$ cat src/rtl/alu_pkg.sv
// alu_pkg: shared state encoding, field widths and operation bundle for the ALU arbiter
package alu_pkg;

    localparam int OPC_W  = 7;
    localparam int F3_W   = 3;
    localparam int F1_W   = 1;
    localparam int FLAG_W = 4;
    localparam int CNT_W  = 4;

    typedef enum logic [1:0] {
        ST_IDLE = 2'd0,
        ST_BUSY = 2'd1,
        ST_DONE = 2'd2
    } state_e;

    typedef struct packed {
        logic [OPC_W-1:0] opcode;
        logic [F3_W-1:0]  funct3;
        logic [F1_W-1:0]  funct1;
    } op_t;

endpackage

$ cat src/rtl/rr_arb2.sv
// rr_arb2: two-way round-robin grant; a lone request wins, a tie goes to the requester not granted last
module rr_arb2 (
    input  logic [1:0] valid_i,
    input  logic       last_gnt_i,
    output logic [1:0] gnt_o
);

    // Tie-break flips away from the previous winner
    always_comb begin
        gnt_o = (&valid_i) ? (last_gnt_i ? 2'b01 : 2'b10) : valid_i;
    end

endmodule

$ cat src/rtl/alu_arbiter.sv
// alu_arbiter: lets two requesters share one multi-cycle ALU, one operation in flight at a time
module alu_arbiter
    import alu_pkg::*;
#(
    parameter int N   = 32,
    parameter int LAT = 1
) (
    input  logic              clk,
    input  logic              rst,
    input  logic              req0_valid_i,
    output logic              req0_ready_o,
    input  logic [OPC_W-1:0]  req0_opcode_i,
    input  logic [F3_W-1:0]   req0_funct3_i,
    input  logic              req0_funct1_i,
    input  logic [N-1:0]      req0_rs1_data_i,
    input  logic [N-1:0]      req0_rs2_data_i,
    input  logic              req1_valid_i,
    output logic              req1_ready_o,
    input  logic [OPC_W-1:0]  req1_opcode_i,
    input  logic [F3_W-1:0]   req1_funct3_i,
    input  logic              req1_funct1_i,
    input  logic [N-1:0]      req1_rs1_data_i,
    input  logic [N-1:0]      req1_rs2_data_i,
    output logic [OPC_W-1:0]  alu_opcode_o,
    output logic [F3_W-1:0]   alu_funct3_o,
    output logic              alu_funct1_o,
    output logic [N-1:0]      alu_rs1_data_o,
    output logic [N-1:0]      alu_rs2_data_o,
    output logic              alu_en_o,
    input  logic [N-1:0]      alu_out_i,
    input  logic [FLAG_W-1:0] alu_flags_i,
    output logic              rsp_valid_o,
    input  logic              rsp_ready_i,
    output logic              rsp_id_o,
    output logic [N-1:0]      rsp_data_o,
    output logic [FLAG_W-1:0] rsp_flags_o
);

    state_e            state_q, state_d;
    logic              last_gnt_q, last_gnt_d;
    logic [CNT_W-1:0]  cnt_q, cnt_d;
    logic              id_q, id_d;
    op_t               op_q, op_d;
    logic [N-1:0]      rs1_q, rs1_d;
    logic [N-1:0]      rs2_q, rs2_d;
    logic [N-1:0]      rsp_data_q, rsp_data_d;
    logic [FLAG_W-1:0] rsp_flags_q, rsp_flags_d;
    logic [1:0]        gnt;
    logic [1:0]        ready;
    logic              idle;
    logic              busy;
    logic              done;
    logic              accept;
    logic              sel;
    logic              capture;
    op_t               op0;
    op_t               op1;

    assign op0 = {req0_opcode_i, req0_funct3_i, req0_funct1_i};
    assign op1 = {req1_opcode_i, req1_funct3_i, req1_funct1_i};

    rr_arb2 u_arb (
        .valid_i    ({req1_valid_i, req0_valid_i}),
        .last_gnt_i (last_gnt_q),
        .gnt_o      (gnt)
    );

    assign idle    = state_q == ST_IDLE;
    assign busy    = state_q == ST_BUSY;
    assign done    = state_q == ST_DONE;
    assign ready   = idle ? gnt : 2'b00;
    assign accept  = |ready;
    assign sel     = ready[1];
    assign capture = busy && cnt_q == '0;

    assign req0_ready_o   = ready[0];
    assign req1_ready_o   = ready[1];
    assign alu_opcode_o   = op_q.opcode;
    assign alu_funct3_o   = op_q.funct3;
    assign alu_funct1_o   = op_q.funct1;
    assign alu_rs1_data_o = rs1_q;
    assign alu_rs2_data_o = rs2_q;
    assign alu_en_o       = busy;
    assign rsp_valid_o    = done;
    assign rsp_id_o       = id_q;
    assign rsp_data_o     = rsp_data_q;
    assign rsp_flags_o    = rsp_flags_q;

    // Accept only from IDLE, count the ALU latency down in BUSY, hold the response in DONE
    always_comb begin
        state_d     = accept ? ST_BUSY : capture ? ST_DONE : (done && rsp_ready_i) ? ST_IDLE : state_q;
        cnt_d       = accept ? CNT_W'(LAT - 1) : (busy && cnt_q != '0) ? cnt_q - CNT_W'(1) : cnt_q;
        last_gnt_d  = accept ? sel : last_gnt_q;
        id_d        = accept ? sel : id_q;
        op_d        = accept ? (sel ? op1 : op0) : op_q;
        rs1_d       = accept ? (sel ? req1_rs1_data_i : req0_rs1_data_i) : rs1_q;
        rs2_d       = accept ? (sel ? req1_rs2_data_i : req0_rs2_data_i) : rs2_q;
        rsp_data_d  = capture ? alu_out_i : rsp_data_q;
        rsp_flags_d = capture ? alu_flags_i : rsp_flags_q;
    end

    // Reset parks in IDLE with LAST_GNT=1 so requester 0 wins the first tie
    always_ff @(posedge clk or posedge rst) begin
        if (rst) begin
            state_q     <= ST_IDLE;
            last_gnt_q  <= 1'b1;
            cnt_q       <= '0;
            id_q        <= 1'b0;
            op_q        <= '0;
            rs1_q       <= '0;
            rs2_q       <= '0;
            rsp_data_q  <= '0;
            rsp_flags_q <= '0;
        end else begin
            state_q     <= state_d;
            last_gnt_q  <= last_gnt_d;
            cnt_q       <= cnt_d;
            id_q        <= id_d;
            op_q        <= op_d;
            rs1_q       <= rs1_d;
            rs2_q       <= rs2_d;
            rsp_data_q  <= rsp_data_d;
            rsp_flags_q <= rsp_flags_d;
        end
    end

endmodule

$ cat config.mk
export PLATFORM = sky130hd
export DESIGN_NAME = alu_arbiter
export DESIGN_NICKNAME = d
export VERILOG_FILES = /design/src/rtl/alu_pkg.sv /design/src/rtl/rr_arb2.sv /design/src/rtl/alu_arbiter.sv
export SDC_FILE = /design/constraint.sdc
export NUM_CORES = 1
export LEC_CHECK = 0
export CORE_ASPECT_RATIO = 0.75
export CORE_MARGIN = 10
export CORE_UTILIZATION = 43
export CTS_CLUSTER_DIAMETER = 80
export CTS_CLUSTER_SIZE = 20
export DETAILED_ROUTE_END_ITERATION = 16
export GPL_TIMING_DRIVEN = 0
export PLACE_DENSITY = 0.87
export REMOVE_ABC_BUFFERS = 1
export SYNTH_ARGS = -nofsm -noshare
export SYNTH_HDL_FRONTEND = slang
export SYNTH_HIERARCHICAL = 1
export SYNTH_SLANG_ARGS = --single-unit
$ cat constraint.sdc
create_clock -name clk -period 8.78 [get_ports clk]
set_input_delay 0.878 -clock clk [delete_from_list [all_inputs] [get_ports clk]]
set_output_delay 0.878 -clock clk [all_outputs]
set_load 0.02 [all_outputs]
==> results of run 1 <==
-- worst max-delay path: stages --
cell,delay [ns]
clkdlybuf4s50_1,0.50
a21boi_4,0.63
buf_12,0.27
and2_1,0.21
clkdlybuf4s50_1,0.63
-- cell type report --
class | count | share of cell area [%]
Timing Repair Buffer | 312 | 33.42
Sequential cell | 119 | 31.06
Multi-Input combinational cell | 219 | 26.66
Clock buffer | 19 | 4.722
Tap cell | 171 | 2.230
Clock inverter | 13 | 1.513
Inverter | 9 | 0.4043
-- routing by layer --
layer	vias up	global-route usage (%)	wire, um	share of wire [%]
met5	-	0	0	0
met4	0	5.418	185	1.0
met3	13	7.923	1429	7.7
met2	152	35.50	10060	54
met1	2092	20.83	6885	37
li1	1939	-	-	-
-- worst paths after layout --
| kind | to | startpoint | slack [ns] |
|---|---|---|---|
| min reg2reg | rsp_id_o | rsp_id_o | 0.49 |
| max | req1_ready_o | req1_valid_i | 4.77 |
| min | rsp_id_o | rsp_id_o | 0.49 |
| max reg2reg | alu_rs2_data_o[27] | last_gnt_q | 5.83 |
| min in group asynchronous | rsp_data_o[5] | rst | 0.86 |
| max in group asynchronous | last_gnt_q | rst | 7.17 |
-- cells by family after synthesis --
| logic type | after synthesis | synth area share (%) |
|---|---|---|
| compound gates | 12 | 1.285 |
| fa+ha+maj | 1 | 0.2177 |
| buf+inv | 30 | 3.833 |
| flops | 119 | 51.85 |
| mux | 188 | 40.53 |
| simple gates | 18 | 2.287 |
-- state kept, by name (all words and copies together) (netlist names) --
| signal | cells |
|---|---|
| alu_funct1_o | 1 |
| alu_funct3_o | 3 |
| alu_opcode_o | 7 |
| alu_rs1_data_o | 32 |
| alu_rs2_data_o | 32 |
| cnt_q | 4 |
| last_gnt_q | 1 |
| rsp_data_o | 32 |
| rsp_flags_o | 4 |
| rsp_id_o | 1 |
| state_q | 2 |
-- synth_stat cells (2+ instances only) --
cell type | number | area share (%)
mux2_4 | 57 | 15
mux2_2 | 129 | 25
nor2_1 | 3 | 0.20
dfrtp_1 | 118 | 51
o21ai_0 | 5 | 0.44
buf_4 | 5 | 0.65
buf_6 | 3 | 0.59
buf_12 | 3 | 1.0
buf_2 | 5 | 0.44
inv_1 | 9 | 0.59
nor3_1 | 3 | 0.26
a21o_1 | 2 | 0.26
mux2i_1 | 2 | 0.35
clkbuf_1 | 4 | 0.26
nand2_1 | 2 | 0.13
-- metrics by stage --
stage | total power [uW] | area [sq um] | std cells | worst slack, ns
2_1_floorplan | 751.2 | 5559 | 347 | -0.6338
3_3_place_gp | 932.8 | 8836 | 824 | -4.131
3_5_place_dp | 937.4 | 8995 | 830 | 4.786
4_1_cts | 1643 | 9593 | 862 | 4.758
5_1_grt | 1683 | 9593 | 862 | 4.659
6_report | 1623 | 9593 | 862 | 4.767
-- power breakdown --
| group | leakage (uW) | internal (uW) | switching, uW |
|---|---|---|---|
| clock | 0.000286 | 435 | 262 |
| sequential | 0.00143 | 586 | 21.0 |
| combinational | 0.00236 | 199 | 120 |
==> results by stage, run 1 <==
STA:
- Final hold analysis gives a worst-case slack of 0.4934 ns.
- Across the routed clock network, the largest skew measured is 0.009728 ns.
- The final setup violation count is 0.
- The clock period minus worst slack is 4.013 ns.
- The transition time of the tightest slew-check pin is 0.7370 ns.
- The total negative slack for setup checks is 0 ns.
- Setup repair after global routing left no endpoint under its margin.
- The post-route fraction of the period consumed by the critical path is 45.71%.
- The number of hold violations in the final report is 0.
- Measured against its own limit, the worst slew margin works out to 50.74%.
- The count of pins over their slew limit is 0.
- For this run, the top clock speed supported by timing is 0.2492 GHz.

Worst setup path:
- The arrival time at the worst endpoint is 3.14 ns.
- The largest driver fanout on the critical path is 29.
- The endpoint type of the worst setup path is an output port.
- Data on the critical path is required at its endpoint by 7.90 ns.
- Counting cells, the worst reg-to-reg path comes to 7.
- The kind of start point of the critical path is an input port.
- The type of the worst setup path is in -> out.

Clock tree:
- The number of instances resized during post-cts repair is 0.
- TritonCTS built the clock tree.
- The cell chosen for the clock root is clkbuf_16.
- At the later pin of the worst-skew pair, clock insertion delay measures 0.41 ns.
- The number of buffers inserted during clock tree synthesis is 17.
- The H-tree was split into 4 levels.
- Once the clock tree was built, the setup fixing pass inserted 0 buffers.
- The clock net sink count is 119.
- The largest buffer count on any clock path is 2.
- The number of hold buffers added after cts is 0.
- The clock-pin slew of the registers on the worst-case setup and hold paths is 0.06 ns.

Finish:
- Fill cells in the final layout number 828.
- The area growth from synthesis to layout is 66.96%.
- The count of inserted antenna diode cells is 0.
- The area occupied by multi-input gates is 2557 sq um.
- The share of final-layout standard cells stronger than drive strength 1 is 33.43%.
- The final core utilization is 73.69%.
- The top cell types in the final layout, fill and taps aside, are clkdlybuf4s50_1 (306), mux2_2 (129), dfrtp_1 (118).
- In the final layout, flip-flops and latches occupy 2979 sq um.
- The library cell used most frequently in the layout, excluding fill and tap cells, is clkdlybuf4s50_1.
- The number of nets in the layout is 870.

GRT:
- The number of antenna violations at the first check in global routing is 0.
- The first global-routing pass estimated 28620 um of wire.
- The largest net degree at the start of global routing is 73.
- The remaining global-route overflow is 0.
- Global routing consumed, over all layers together, 19.64% of the routing resources.
- The number of global-route vias before repair is 4926.

Pwr:
- In this run the static leakage power is 0.004074 uW.
- The total power density per cell area is 169.2 nW/um^2.
- The worst supply voltage drop on vdd is 0.1463 mV.

Detailed routing:
- After detailed routing, the number of remaining DRC violations is 0.
- In this run the remaining antenna-violating nets after routing total 0.
- The average wire per standard cell is 21.53 um.
- Before antenna repair, the detailed router went through 4 iterations.
- Using the TritonRoute via totals, the vias-per-cell ratio works out to 4.868.
- For this block, the via count after detailed routing is 4196.
- The total routed wirelength is 18560 um.
- The violation count after the first detailed-routing iteration is 122.

Place:
- Once detailed placement completed, the half-perimeter wirelength came to 14470 um.
- Buffers placed on the I/O ports in this run total 306.
- The congestion estimate from routability-driven global placement came to 0.8757.

Synth:
- The async set-reset flop share out of synthesis is 100.0%.
- The total standard cell area after synthesis is 5746 sq um.
- Yosys mapped a number of flops with a built-in enable equal to 0.
- A synthesized cell averages 15.61 sq um.
- The warning count from the yosys run is 6.
- The total of flip-flops plus latches after synthesis is 119.
- Of the synthesized area, sequential elements account for 51.85%.
- The leading register cell type out of synthesis is dfrtp_1.
- Synthesis produced 368 cells.
- The number of different library cells used by synthesis comes to 33.

Job:
- The number of max-capacitance violations reported is 0.

Floorplan:
- The vertical die dimension is 120.1 um.
- The number of placement rows is 36.
- During I/O placement, the number of pins put on the boundary was 307.
- The standard cell core area is 13020 sq um.
- The initial utilization of the core area, before any placement, comes to 44.14%.
- The total die area is 18430 sq um.
- The floorplan step set the die width to 153.5 um.

Min path:
- Counting instances, the worst hold path has a depth of 1.
- The path class of the tightest hold or removal check is reg -> reg.

Outcome:
- The flow ran to the end, and the final reports show no timing, DRC or antenna violations.
No activity file was read; power rests on OpenSTA's default activity.
==> run 2: changes to the inputs <==
- CORE_UTILIZATION: 43 -> 36
- PLACE_DENSITY: 0.87 -> 0.78
- clock period: 8.78 -> 3.2 ns (I/O delays scaled with it)
==> results by stage, run 2 (synthesis gave the netlist of run 1 again) <==
Outcome:
- Run status: finished clean (unchanged).

Detailed routing:
- The DRC violation count after routing came to 0 (unchanged).
- The average wire per standard cell is 20.37 um (was 21.53 um).
- The violation count after the first detailed-routing iteration is 112 (was 122).
- The total routed wirelength came to 18230 um (was 18560 um).
- The number of iterations in the first detailed-routing pass is 4 (unchanged).
- The count of nets left with antenna violations after detail routing is 0 (unchanged).
- The via total after detailed routing is 4200 (was 4196).
- The via density per instance was 4.693 (was 4.868).

Clock tree:
- The number of hold buffers added after cts was 0 (unchanged).
- The number of buffers inserted to repair setup after CTS is 0 (unchanged).
- The number of buffers inserted during clock tree synthesis was 17 (unchanged).
- The clock network latency to the later pin of the worst-skew pair is 0.41 ns (about the same).
- The number of instances resized during post-cts repair came to 0 (unchanged).
- The cell chosen for the clock root was clkbuf_16 (unchanged).
- The TritonCTS clock tree is built (unchanged).
- The largest buffer count on any clock path is 2 (unchanged).
- The clock-pin slew of the registers on the worst-case setup and hold paths is 0.06 ns (about the same).
- The number of H-tree branching levels is 4 (unchanged).
- The clock net sink count is 119 (unchanged).

GRT:
- The number of global-route vias before repair came to 4863 (was 4926).
- The global-route wire length before repair is 27890 um (was 28620 um).
- The number of antenna violations at the first check in global routing is 0 (unchanged).
- The overall routing resource usage is 16.44% (was 19.64%).
- The largest net degree at the start of global routing is 68 (was 73).
- The remaining global-route overflow is 0 (unchanged).

Pwr:
- The total power density per cell area came to 474.3 nW/um^2 (was 169.2 nW/um^2).
- The worst supply voltage drop on vdd is 0.3124 mV (was 0.1463 mV).
- The cell leakage power was 0.004077 uW (was 0.004074 uW).
- The power share of the combinational group is 19.0% (was 19.6%).
- The sequential fraction of design power came to 36.5% (was 37.4%).
- The switching power of the nets is 1108 uW (was 402.4 uW).
- The net switching share of the total power is 24.25% (was 24.80%).
- The clock share of power came to 44.5% (was 42.9%).
- The internal power was 3460 uW (was 1220 uW).

Worst setup path:
- The delay contributed by the slowest stage of the critical path came to 0.68 ns (was 0.63 ns).
- The terminus of the critical flop-to-flop path was alu_opcode_o[3] (was alu_rs2_data_o[27]).
- The worst flop-to-flop path startpoint is last_gnt_q (unchanged).
- The critical path required time is 3.49 ns (was 7.90 ns).
- The endpoint type of the worst setup path was a register (was output port).
- The type of the worst setup path is in -> reg (was in -> out).
- The largest driver fanout on the critical path was 30 (was 29).
- The cell with the largest stage delay on the worst path is nor2_4 (was a21boi_4).
- The worst reg-to-reg setup slack was 0.28 ns (was 5.83 ns).
- The kind of start point of the critical path is an input port (unchanged).
- The most common cell type on the critical path is buf_12 (was clkdlybuf4s50_1).
- Critical path cell sequence: clkdlybuf4s50_1 -> a21boi_4 -> buf_12 -> nor2_1 -> nor2_4 -> buf_12 -> mux2_2 (was clkdlybuf4s50_1 -> a21boi_4 -> buf_12 -> and2_1 -> clkdlybuf4s50_1).
- The logic depth of the worst register-to-register path was 6 (was 7).
- The arrival time at the worst endpoint is 3.25 ns (was 3.14 ns).

Floorplan:
- The number of primary I/O pins was 307 (unchanged).
- The die outline width is 165.9 um (was 153.5 um).
- The number of placement rows is 39 (was 36).
- The initial cell density of the core is 37.26% (was 44.14%).
- The standard cell core area is 15420 sq um (was 13020 sq um).
- The total die area was 21470 sq um (was 18430 sq um).
- The vertical die dimension is 129.4 um (was 120.1 um).

Place:
- The number of instances in the placed design was 863 (was 830).
- The number of port buffers is 306 (unchanged).
- The final weighted congestion of routability-driven global placement is 0.8007 (was 0.8757).
- The estimated wirelength of the detail-placed design was 14260 um (was 14470 um).
- The worst slack at placement is -0.2057 ns (was 4.786 ns).

Job:
- The number of max-capacitance violations reported was 0 (unchanged).

STA:
- The headroom to the max-slew limit is 44.99% (was 50.74%).
- The worst clock skew on the final layout is 0.008814 ns (was 0.009728 ns).
- The clock period minus worst slack is 2.956 ns.
- The post-route fraction of the period consumed by the critical path is 92.39%.
- The number of hold violations in the final report came to 0 (unchanged).
- The count of pins over their slew limit is 0 (unchanged).
- The transition time of the tightest slew-check pin was 0.8232 ns (was 0.7370 ns).
- Unrepaired setup endpoints after global routing: false (unchanged).
- The worst-case setup margin in the final layout was 0.2437 ns (was 4.767 ns).
- The total negative slack for setup checks is 0 ns (unchanged).
- The top achievable clock speed is 0.3383 GHz.
- The final setup violation count is 0 (unchanged).

Finish:
- The final core utilization is 62.46% (was 73.69%).
- The number of nets in the layout is 869 (was 870).
- The share of final-layout standard cells stronger than drive strength 1 is 33.33% (was 33.43%).
- The leading cell type in the layout, fill and taps excluded is clkdlybuf4s50_1 (unchanged).
- The count of fill cells added during filler insertion is 1174 (was 828).
- The non-filler instance count after layout was 895 (was 862).
- The count of inserted antenna diode cells came to 0 (unchanged).
- The signed area change from the synthesized netlist to the final layout is 67.62% (was 66.96%).
- Commonest non-fill, non-tap cells in the layout: clkdlybuf4s50_1 (306), mux2_2 (129), dfrtp_1 (118) (unchanged).

Min path:
- The type of the tightest min-delay check is in -> async (was reg -> reg).
[run 2: cell count changes in the layout (fill, tap and decap cells not counted), sizes merged]
cell      delta
bufinv       +2
clkbuf       -2
clkinv       +2
buf          -1
clkinvlp     -1
inv          -1
[run 2: power by group through the flow]
| stage | registers (uW) | logic [uW] | clock network (uW) |
|---|---|---|---|
| floorplan | 1810 | 248 | 0 |
| global placement | 1680 | 880 | 0 |
| detailed placement | 1690 | 879 | 0 |
| CTS | 1670 | 884 | 2080 |
| global route | 1680 | 920 | 2150 |
| finish | 1670 | 869 | 2030 |
[run 2: layout make-up]
cell class              instances  area, sq um  share of cell area, %
clock buffers                  17        425.4                  4.417
repair buffers                311         3171                  32.92
inverters                       9        38.79                 0.4028
clock inverters                15        202.7                  2.105
well taps                     205        256.5                  2.663
multi-input cells             219         2557                  26.56
flip-flops and latches        119         2979                  30.93
[run 2: per-stage QoR]
stage | cell area (sq um) | total power [uW] | hold slack [ns]
after global placement | 8879 | 2564 | 0.4663
after global routing | 9630 | 4749 | 0.3458
after CTS | 9630 | 4636 | 0.3342
final | 9630 | 4568 | 0.3236
after detailed placement | 9002 | 2569 | 0.4890
after floorplan | 5559 | 2061 | 0.4663
[run 2: how the worst max path moves through the flow]
stage / end / depth (start not counted) / from / slack (ns)
2_1_floorplan: alu_funct1_o / 4 / last_gnt_q / -5.69
3_3_place_gp: alu_rs2_data_o[14] / 5 / req1_valid_i / -9.37
3_5_place_dp: alu_rs2_data_o[11] / 7 / req1_valid_i / -0.21
4_1_cts: alu_rs2_data_o[30] / 7 / req1_valid_i / 0.23
5_1_grt: alu_funct3_o[1] / 7 / req0_valid_i / 0.11
6_report: alu_opcode_o[3] / 7 / req1_valid_i / 0.24
[run 2: metal layers]
layer  GRT usage [%]  share of wire [%]
met1           17.86                 39
met2           28.57                 52
met3           7.704                8.6
met4           4.522               0.73
met5               0                  0
[run 2: critical path: cells and delay by family]
kind	cells	cell delay [ns]
mux	1	0.36
compound gates	1	0.65
buf+inv	3	1.06
simple gates	2	0.81
==> run 3: changes to the inputs <==
- CTS_CLUSTER_SIZE: 20 -> default
==> results of run 3 <==
No change in the layout: final DEF, timing and power equal those of run 2.
